===== src/rtl/i2c_bus_arbiter.sv =====
`default_nettype none
// ============================================================================
// Module   : i2c_bus_arbiter
// Desc     : Round-robin sharing of one i2c_wrapper master port between
//            NUM_REQ config sequencers; stall abort under I2C_ARB_TIMEOUT_EN.
// Revision : 1.0 - initial release
// ============================================================================
module i2c_bus_arbiter #(
  parameter int NUM_REQ     = 2,
  parameter int GAP_CYC     = 25,
  parameter int TIMEOUT_CYC = 250000,
  parameter int CNT_W       = 18
) (
  input  logic                   i_sysclk,
  input  logic                   i_arst,
  input  logic [NUM_REQ-1:0]     i_req_en,
  input  logic [NUM_REQ-1:0]     i_req_wr,
  input  logic [NUM_REQ-1:0]     i_req_last,
  input  logic [7*NUM_REQ-1:0]   i_req_addr,
  input  logic [8*NUM_REQ-1:0]   i_req_data,
  output logic [NUM_REQ-1:0]     o_req_ack,
  output logic [NUM_REQ-1:0]     o_req_last,
  output logic [7:0]             o_req_data,
  output logic [NUM_REQ-1:0]     o_gnt,
  output logic                   o_busy,
  output logic [NUM_REQ-1:0]     o_timeout,
  output logic                   o_m_en,
  output logic                   o_m_wr,
  output logic                   o_m_last,
  output logic [6:0]             o_m_addr,
  output logic [7:0]             o_m_data,
  input  logic                   i_m_ack,
  input  logic                   i_m_last,
  input  logic [7:0]             i_m_data
);

  localparam int IDX_W = $clog2(NUM_REQ);
  localparam logic [IDX_W-1:0]   c_LAST_IDX = IDX_W'(NUM_REQ - 1);
  localparam logic [CNT_W-1:0]   c_GAP_END  = CNT_W'(GAP_CYC - 1);
  localparam logic [NUM_REQ-1:0] c_ONE      = NUM_REQ'(1);

  if ((NUM_REQ < 2) || (NUM_REQ > 4) || (GAP_CYC < 1) || (TIMEOUT_CYC < 1) ||
      (((GAP_CYC - 1) >> CNT_W) != 0) || (((TIMEOUT_CYC - 1) >> CNT_W) != 0))
  begin : g_param_check
    $error("i2c_bus_arbiter: illegal NUM_REQ/GAP_CYC/TIMEOUT_CYC/CNT_W combination");
  end

  typedef enum logic [1:0] {
    s_IDLE  = 2'd0,
    s_GRANT = 2'd1,
    s_STOP  = 2'd2,
    s_GAP   = 2'd3
  } state_t;

  state_t               r_state_q;
  logic [IDX_W-1:0]     r_ptr_q;
  logic [IDX_W-1:0]     r_gidx_q;
  logic [NUM_REQ-1:0]   r_gnt_q;
  logic [CNT_W-1:0]     r_cnt_q;
  logic [IDX_W-1:0]     w_pick;
  logic [IDX_W-1:0]     w_cand;
  logic                 w_tmo_hit;

`ifdef I2C_ARB_TIMEOUT_EN
  localparam logic [CNT_W-1:0] c_TMO_END = CNT_W'(TIMEOUT_CYC - 1);
  logic [NUM_REQ-1:0] r_tmo_q;
  assign w_tmo_hit = ((r_state_q == s_GRANT) || (r_state_q == s_STOP)) &&
                     (r_cnt_q == c_TMO_END);
  assign o_timeout = r_tmo_q;
`else
  assign w_tmo_hit = 1'b0;
  assign o_timeout = '0;
`endif

  // Scan downward so the lowest offset from the pointer wins.
  always_comb begin
    w_pick = r_ptr_q;
    w_cand = r_ptr_q;
    for (int i = NUM_REQ - 1; i >= 0; i--) begin
      w_cand = IDX_W'((int'(r_ptr_q) + i) % NUM_REQ);
      if (i_req_en[w_cand]) w_pick = w_cand;
    end
  end

  always_ff @(posedge i_sysclk) begin
    if (i_arst) begin
      r_state_q <= s_IDLE;
      r_ptr_q   <= '0;
      r_gidx_q  <= '0;
      r_gnt_q   <= '0;
      r_cnt_q   <= '0;
`ifdef I2C_ARB_TIMEOUT_EN
      r_tmo_q   <= '0;
`endif
    end else begin
      case (r_state_q)
        s_IDLE: begin
          if (|i_req_en) begin
            r_gidx_q  <= w_pick;
            r_gnt_q   <= c_ONE << w_pick;
            r_cnt_q   <= '0;
            r_state_q <= s_GRANT;
          end
        end
        s_GRANT: begin
`ifdef I2C_ARB_TIMEOUT_EN
          if (w_tmo_hit) r_tmo_q[r_gidx_q] <= 1'b1;
          if (w_tmo_hit || i_req_last[r_gidx_q]) begin
            r_cnt_q   <= '0;
            r_state_q <= s_STOP;
          end else if (i_m_ack) begin
            r_cnt_q <= '0;
          end else begin
            r_cnt_q <= r_cnt_q + 1'b1;
          end
`else
          if (i_req_last[r_gidx_q]) r_state_q <= s_STOP;
`endif
        end
        s_STOP: begin
          if (i_m_last || w_tmo_hit) begin
            r_state_q <= s_GAP;
            r_cnt_q   <= '0;
            r_gnt_q   <= '0;
            r_ptr_q   <= (r_gidx_q == c_LAST_IDX) ? '0 : r_gidx_q + 1'b1;
          end
`ifdef I2C_ARB_TIMEOUT_EN
          else if (i_m_ack) r_cnt_q <= '0;
          else              r_cnt_q <= r_cnt_q + 1'b1;
`endif
        end
        s_GAP: begin
          if (r_cnt_q == c_GAP_END) begin
            r_state_q <= s_IDLE;
            r_cnt_q   <= '0;
          end else begin
            r_cnt_q <= r_cnt_q + 1'b1;
          end
        end
        default: r_state_q <= s_IDLE;
      endcase
    end
  end

  // A stall abort presents last without en so the wrapper issues a bare stop.
  always_comb begin
    o_m_en   = 1'b0;
    o_m_wr   = 1'b0;
    o_m_last = 1'b0;
    o_m_addr = '0;
    o_m_data = '0;
    if (r_state_q == s_GRANT) begin
      o_m_en   = i_req_en[r_gidx_q] & ~w_tmo_hit;
      o_m_wr   = i_req_wr[r_gidx_q];
      o_m_last = i_req_last[r_gidx_q] | w_tmo_hit;
      o_m_addr = i_req_addr[int'(r_gidx_q) * 7 +: 7];
      o_m_data = i_req_data[int'(r_gidx_q) * 8 +: 8];
    end
  end

  assign o_gnt      = r_gnt_q;
  assign o_busy     = (r_state_q != s_IDLE);
  assign o_req_ack  = r_gnt_q & {NUM_REQ{i_m_ack}};
  assign o_req_last = r_gnt_q & {NUM_REQ{i_m_last}};
  assign o_req_data = i_m_data;

endmodule
`default_nettype wire

===== config.mk =====
export PLATFORM = sky130hd
export DESIGN_NAME = i2c_bus_arbiter
export DESIGN_NICKNAME = d
export VERILOG_FILES = /design/src/rtl/i2c_bus_arbiter.sv
export SDC_FILE = /design/constraint.sdc
export NUM_CORES = 1
export LEC_CHECK = 0
export BUFFER_PORTS_ARGS = -buffer_cell sky130_fd_sc_hd__buf_2
export CAP_MARGIN = 30
export CORE_ASPECT_RATIO = 0.75
export CORE_MARGIN = 10
export CORE_UTILIZATION = 50
export DETAILED_ROUTE_END_ITERATION = 16
export PLACE_DENSITY = 0.93
export SYNTH_ARGS = -nofsm -noshare
export SYNTH_HDL_FRONTEND = slang
export SYNTH_SLANG_ARGS = --single-unit
export TNS_END_PERCENT = 5

===== constraint.sdc =====
create_clock -name i_sysclk -period 3.7 [get_ports i_sysclk]
set_input_delay 0.185 -clock i_sysclk [delete_from_list [all_inputs] [get_ports i_sysclk]]
set_output_delay 0.185 -clock i_sysclk [all_outputs]
set_load 0.02 [all_outputs]

==> impl_metrics.csv, run 1 <==
group,metric,value,unit
placement,gp_congestion,0.860,
synth,synthesis.instances,225,
finish,syn_to_final_growth,17.7,%
finish,instances_no_fill,314,
drt,firstDrtPassIters,4,
drt,drc,0,
cts,cts_max_path_buffers,2,
drt,wl_met1,1.89,mm
pwr,peakVddDrop,0.000270,V
placement,dpl.cell_count,310,
setup_path,crit_path_max_fanout,18,
drt,vias_per_cell,5.90,
hold_path,hold_path_class,"in -> reg",
synth,yosys.cell_types.count,41,
setup_path,crit_path_frequent_cell,"or4_1",
synth,avgSynthCellArea,7.81,sq um
cts,clk_pin_slew_worst_paths,0.09,ns
timing,fin_worst_skew,0.00926,ns
setup_path,r2r_setup_slack,1.20,ns
setup_path,required,3.89,ns
die,rows,18,
pwr,p_leak,0.847,nW
setup_path,reg2reg_to,"r_cnt_q[15]",
drt,wire_per_inst,16.0,um
timing,max_freq,400,MHz
cts,root_buffer,"clkbuf_8",
timing,slew_headroom,38.4,%
drt,dr.first_iter.drc_count,199,
setup_path,startpoint_type,"flop",
die,die-area,6310,sq um
hold_path,hold_start,"i_arst",
cts,cts_resized,0,
cts,htreeDepth,1,
cts,cts_hold_buf,0,
finish,final_common_cell,"buf_2",
hold_path,holdPathStages,2,
die,io_pins,83,
finish,register_area,480,sq um
finish,final_cell_mix,"64 x buf_2, 24 x dfxtp_1, 22 x nand2_1",
cts,cts_sinks,24,
timing,rsz0062_at_grt,"false",
cts,numCtsBuffers,3,
timing,period_share,67.6,%
synth,synthTopCellsByArea,"dfxtp_1 27%, mux2i_1 11%, or4_1 5.1%, ha_1 5.0%, nand2_1 4.7%",
hold_path,min_to,"r_ptr_q",
synth,netlist_area,1760,sq um
setup_path,cp_cell_sequence,"inv_1, ha_1, nor2b_4, or4_1, or4_1, a22oi_1",
finish,antenna_cells,0,
placement,dp_hpwl,4.04,mm
cts,post_cts_buffers,0,
setup_path,r2r_start,"r_state_q[0]",
synth,ys_ff_latch,24,
grt,grt_pass1_vias,1672,
setup_path,cp_slowest_cell,"or4_1",
setup_path,max_stage_delay,0.76,ns
setup_path,arrival,2.69,ns
grt,grt_antenna_before_repair,0,
die,die_x,88.5,um
drt,ant_nets,0,
drt,via_count,1853,
finish,fillers,294,
timing,finalSetupViolCount,0,
flow_run,drv_cap,0,
synth,ys.warnings.count,0,
outcome,status,"completed",
synth,synth-seq-area-share,27.3,%
cts,clkLatencyLatePin,0.27,ns
drt,highest_layer,"met4",
grt,grt_max_degree,21,
setup_path,crit_path_end_kind,"flop",
drt,wirelength,5.02,mm
pwr,pwr_density_cell,474,nW/um^2
grt,grt_overflow,0,
timing,worst_pin_slew,0.917,ns
setup_path,critPathKind,"reg -> reg",
die,start_util,52.7,%
setup_path,r2r_cells,6,
grt,grt_use_total,15.4,%
drt,dr_wl_met2,2.51,mm
cts,cts_tree,"done",
synth,synth_top_area_cell,"dfxtp_1",
die,fp.dieH,71.4,um
die,coreArea,3330,sq um
timing,hold_viol_final,0,
finish,multi_input_area,1110,sq um
synth,synth_top_area_share,27.3,%
timing,tns,0,ns
timing,period_minus_slack,2.50,ns
drt,wl_met3,585,um
finish,layout-drive-gt1-share,26.6,%
timing,drv_slew,0,
placement,port_buffers,64,
grt,grt_pass1_wl,8.05,mm
finish,layout.nets,330,
## cell usage after synthesis (all sizes together)
cell / instances
dfxtp: 24
inv: 12
o21ai: 7
or3b: 1
nor3b: 2
o31ai: 9
or2b: 1
and3: 2
nor2b: 2
nand4: 3
nand2: 22
conb: 1
nor4bb: 1
a21oi: 7
nor2: 20
or2: 3
nor3: 3
nand2b: 2
a31oi: 2
ha: 7
o32ai: 1
nor4: 2
o22ai: 1
nand3: 11
and4: 2
clkbuf: 7
and2: 4
buf: 14
or3: 2
or4: 12
o311ai: 2
mux2i: 19
o211ai: 6
a211o: 2
a22oi: 9
## layer usage
| metal | vias up | track usage (%) |
|---|---|---|
| met5 | - | 0 |
| met2 | 89 | 26.0 |
| li1 | 913 | - |
| met4 | 0 | 2.68 |
| met3 | 6 | 4.52 |
| met1 | 845 | 19.1 |
## where the power goes
group | total (W) | switching, W | leakage (nW) | internal [W]
registers | 0.000296 | 0.0000178 | 0.194 | 0.000278
clock network | 0.000177 | 0.0000821 | 0.0288 | 0.0000951
logic | 0.000508 | 0.000329 | 0.624 | 0.000179
total | 0.000981 | 0.000429 | 0.847 | 0.000552
## cell type report
type / count / area share, %
Inverter: 12 / 2.18
Tap cell: 40 / 2.42
Timing Repair Buffer: 65 / 15.8
Clock buffer: 4 / 2.66
Multi-Input combinational cell: 169 / 53.7
Sequential cell: 24 / 23.2
## worst max-delay path, delay by kind of cell (launching register included)
kind	cells	cell delay (ns)
simple gates	3	1.46
compound gates	1	0.19
buf+inv	1	0.10
fa+ha+maj	1	0.27
flops	1	0.39
## kinds of logic (layout without fill, tap and decap cells)
kind of cell,Yosys count,after routing,synth area share (%)
fa+ha+maj,7,7,4.98
flops,24,24,27.3
simple gates,95,95,29.0
buf+inv,33,81,9.75
compound gates,46,46,17.9
mux,19,19,10.8
other cells,1,2,0.213
## how the worst max path moves through the flow
stage | endpoint | cells past startpoint | from
floorplan | r_cnt_q[13] | 7 | r_state_q[0]
global placement | r_cnt_q[13] | 6 | r_state_q[0]
detailed placement | r_cnt_q[15] | 6 | r_state_q[0]
CTS | r_cnt_q[15] | 6 | r_state_q[0]
global route | r_cnt_q[13] | 6 | r_state_q[0]
finish | r_cnt_q[15] | 6 | r_state_q[0]
## flip-flops by register name, indices dropped and copies added, names as in the netlist
| register | cells |
|---|---|
| r_state_q | 2 |
| r_cnt_q | 18 |
| o_gnt | 2 |
| r_gidx_q | 1 |
| r_ptr_q | 1 |
## metrics by stage
stage	total power, W	utilization [%]	setup slack (ns)	hold slack, ns	cell area, sq um
final	0.000981	62.0	1.20	0.187	2070
after global routing	0.00105	62.0	1.01	0.199	2070
after CTS	0.000985	62.0	1.20	0.179	2070
after detailed placement	0.000807	60.4	1.20	0.370	2010
after global placement	0.000793	60.4	1.31	0.370	2010
after floorplan	0.000666	-	1.55	0.380	1760
Note: power is estimated with default switching activity, not from simulation.
==> inputs of run 2 (changes only) <==
Settings changed: CORE_UTILIZATION 50 to 42, PLACE_DENSITY 0.93 to 0.84.
Clock period 3.7 ns to 2.25 ns, I/O delays scaled along.
==> run 2 against run 1 <==
Total power increased by 73%. Count of clock-buffer cells in the layout unchanged. Core utilization decreased by 8.4 points. Sequential share of layout area decreased by 1.1 points. Worst setup slack got worse by 1.1 ns. Global-route usage decreased by 1.8 points. Register-to-register slack got worse by 1.1 ns. Combinational power increased by 81%. Worst hold slack got worse by 0.038 ns. Non-clock buffer count increased by 11. Cell area increased by 5.2%. Final cell count increased by 8.3%. Critical path type unchanged. Largest power group unchanged.
==> impl_metrics.csv, run 2 (synthesis gave the netlist of run 1 again) <==
group,metric,value,unit
finish,top_register,"r_cnt_q",
pwr,pwr_density_cell,781,nW/um^2
drt,dr.first_iter.drc_count,106,
die,die-area,7200,sq um
setup_path,max_stage_delay,0.50,ns
timing,period_share,96.7,%
finish,final_cell_mix,"65 x buf_2, 23 x dfxtp_1, 22 x nand2_1",
drt,via_count,1852,
finish,fillers,378,
pwr,p_sw_share,42.9,%
cts,numCtsBuffers,3,
cts,cts_tree,"done",
hold_path,hold_start,"i_arst",
setup_path,path_buf_inv,2,
pwr,seq_power_share,28.3,%
setup_path,r2r_cells,7,
setup_path,r2r_start,"r_state_q[1]",
die,start_util,43.4,%
placement,gp_congestion,0.899,
cts,root_buffer,"clkbuf_8",
setup_path,endpoint,"r_cnt_q[17]",
drt,wirelength,5.26,mm
flow_run,drv_cap,0,
setup_path,crit_path_max_fanout,9,
cts,clk_pin_slew_worst_paths,0.09,ns
outcome,status,"completed",
placement,dpl_cell_area,2100,sq um
setup_path,cp.depth,7,
cts,cts_max_path_buffers,2,
setup_path,path_delay_family,"simple AND/OR/NAND/NOR gates",
grt,grt_overflow,0,
pwr,p_int,0.000970,W
placement,port_buffers,64,
hold_path,hold_path_class,"in -> reg",
finish,final_area,2180,sq um
finish,layout.nets,341,
timing,max_freq,460,MHz
timing,drv_slew,0,
finish,layout-drive-gt1-share,30.2,%
pwr,p_leak,0.900,nW
setup_path,reg2reg_to,"r_cnt_q[17]",
finish,antenna_cells,0,
die,fp.dieH,76.0,um
finish,largest_reg_flops,18,
grt,grt_use_total,13.6,%
setup_path,cp_cell_sequence,"inv_1, ha_1, nor3b_1, or4_4, buf_6, or4_1, a22oi_1",
pwr,peakVddDrop,0.000505,V
placement,dp_hpwl,4.07,mm
grt,grt_pass1_wl,8.26,mm
setup_path,startpoint_type,"flop",
cts,cts_sinks,24,
setup_path,critPathKind,"reg -> reg",
placement,dp_slack,0.0514,ns
cts,clkLatencyLatePin,0.27,ns
die,die_x,94.7,um
cts,htreeDepth,1,
setup_path,cp_slowest_cell,"or4_4",
pwr,p_clk_share,17.6,%
timing,fin_worst_skew,0.00155,ns
timing,setup_slack,0.0747,ns
drt,ant_nets,0,
die,rows,20,
cts,cts_hold_buf,0,
die,coreArea,4050,sq um
setup_path,r2r_setup_slack,0.07,ns
finish,final_common_cell,"buf_2",
timing,whs,0.149,ns
pwr,pwr-share-comb,54.1,%
grt,grt_max_degree,20,
pwr,p_sw,0.000730,W
setup_path,crit_path_end_kind,"flop",
drt,firstDrtPassIters,4,
setup_path,arrival,2.37,ns
grt,grt_antenna_before_repair,0,
drt,vias_per_cell,5.45,
timing,finalSetupViolCount,0,
drt,drc,0,
timing,period_minus_slack,2.18,ns
setup_path,required,2.45,ns
drt,wire_per_inst,15.5,um
finish,syn_to_final_growth,23.8,%
setup_path,startpoint,"r_state_q[1]",
grt,grt_pass1_vias,1661,
timing,hold_viol_final,0,
die,io_pins,83,
run 2: cell types whose count changed in the layout (fill, tap and decap cells not counted), sizes merged:
cell,delta
buf,+11
run 2: layout make-up:
| cell class | count | area (sq um) | area share (%) |
|---|---|---|---|
| Multi-Input combinational cell | 169 | 1110 | 51.2 |
| Sequential cell | 24 | 482 | 22.1 |
| Timing Repair Buffer | 76 | 412 | 18.9 |
| Tap cell | 55 | 68.8 | 3.16 |
| Clock buffer | 4 | 55.1 | 2.53 |
| Inverter | 12 | 45.0 | 2.07 |
run 2: per-layer routing:
layer	share of wire [%]	track usage (%)	vias up	wire, um
met5	0	0	-	0
met4	0.25	1.34	0	13
met3	6.3	3.25	4	331
met2	51	23.3	50	2660
met1	43	17.2	867	2250
li1	-	-	931	-
run 2: power groups by stage:
stage | logic [W] | registers, W | clock network [W]
after floorplan | 0.000596 | 0.000499 | 0
after global placement | 0.000887 | 0.000488 | 0
after detailed placement | 0.000904 | 0.000490 | 0
after CTS | 0.000909 | 0.000480 | 0.000300
after global routing | 0.00100 | 0.000486 | 0.000317
final | 0.000920 | 0.000481 | 0.000298
run 2: worst min path at each step:
stage / to / slack [ns] / depth (start not counted)
floorplan: r_gidx_q / 0.31 / 2
global placement: o_req_data[3] / 0.23 / 0
detailed placement: o_req_data[3] / 0.23 / 0
CTS: o_gnt[1] / 0.13 / 2
global route: r_gidx_q / 0.15 / 2
finish: o_gnt[1] / 0.15 / 2
run 2: repair_timing:
action                                  CTS  global route
endpoints found under the setup margin    0             5
gates resized for setup                   0             3
buffers inserted                          0             1
run 2: per-stage QoR:
stage / util [%] / setup TNS (ns) / total power (W) / instances
final: 53.7 / 0 / 0.00170 / 340
after global routing: 53.7 / -0.00494 / 0.00180 / 340
after CTS: 53.1 / 0 / 0.00169 / 338
after detailed placement: 51.8 / 0 / 0.00139 / 334
after global placement: 51.8 / 0 / 0.00138 / 334
after floorplan: - / 0 / 0.00109 / 226
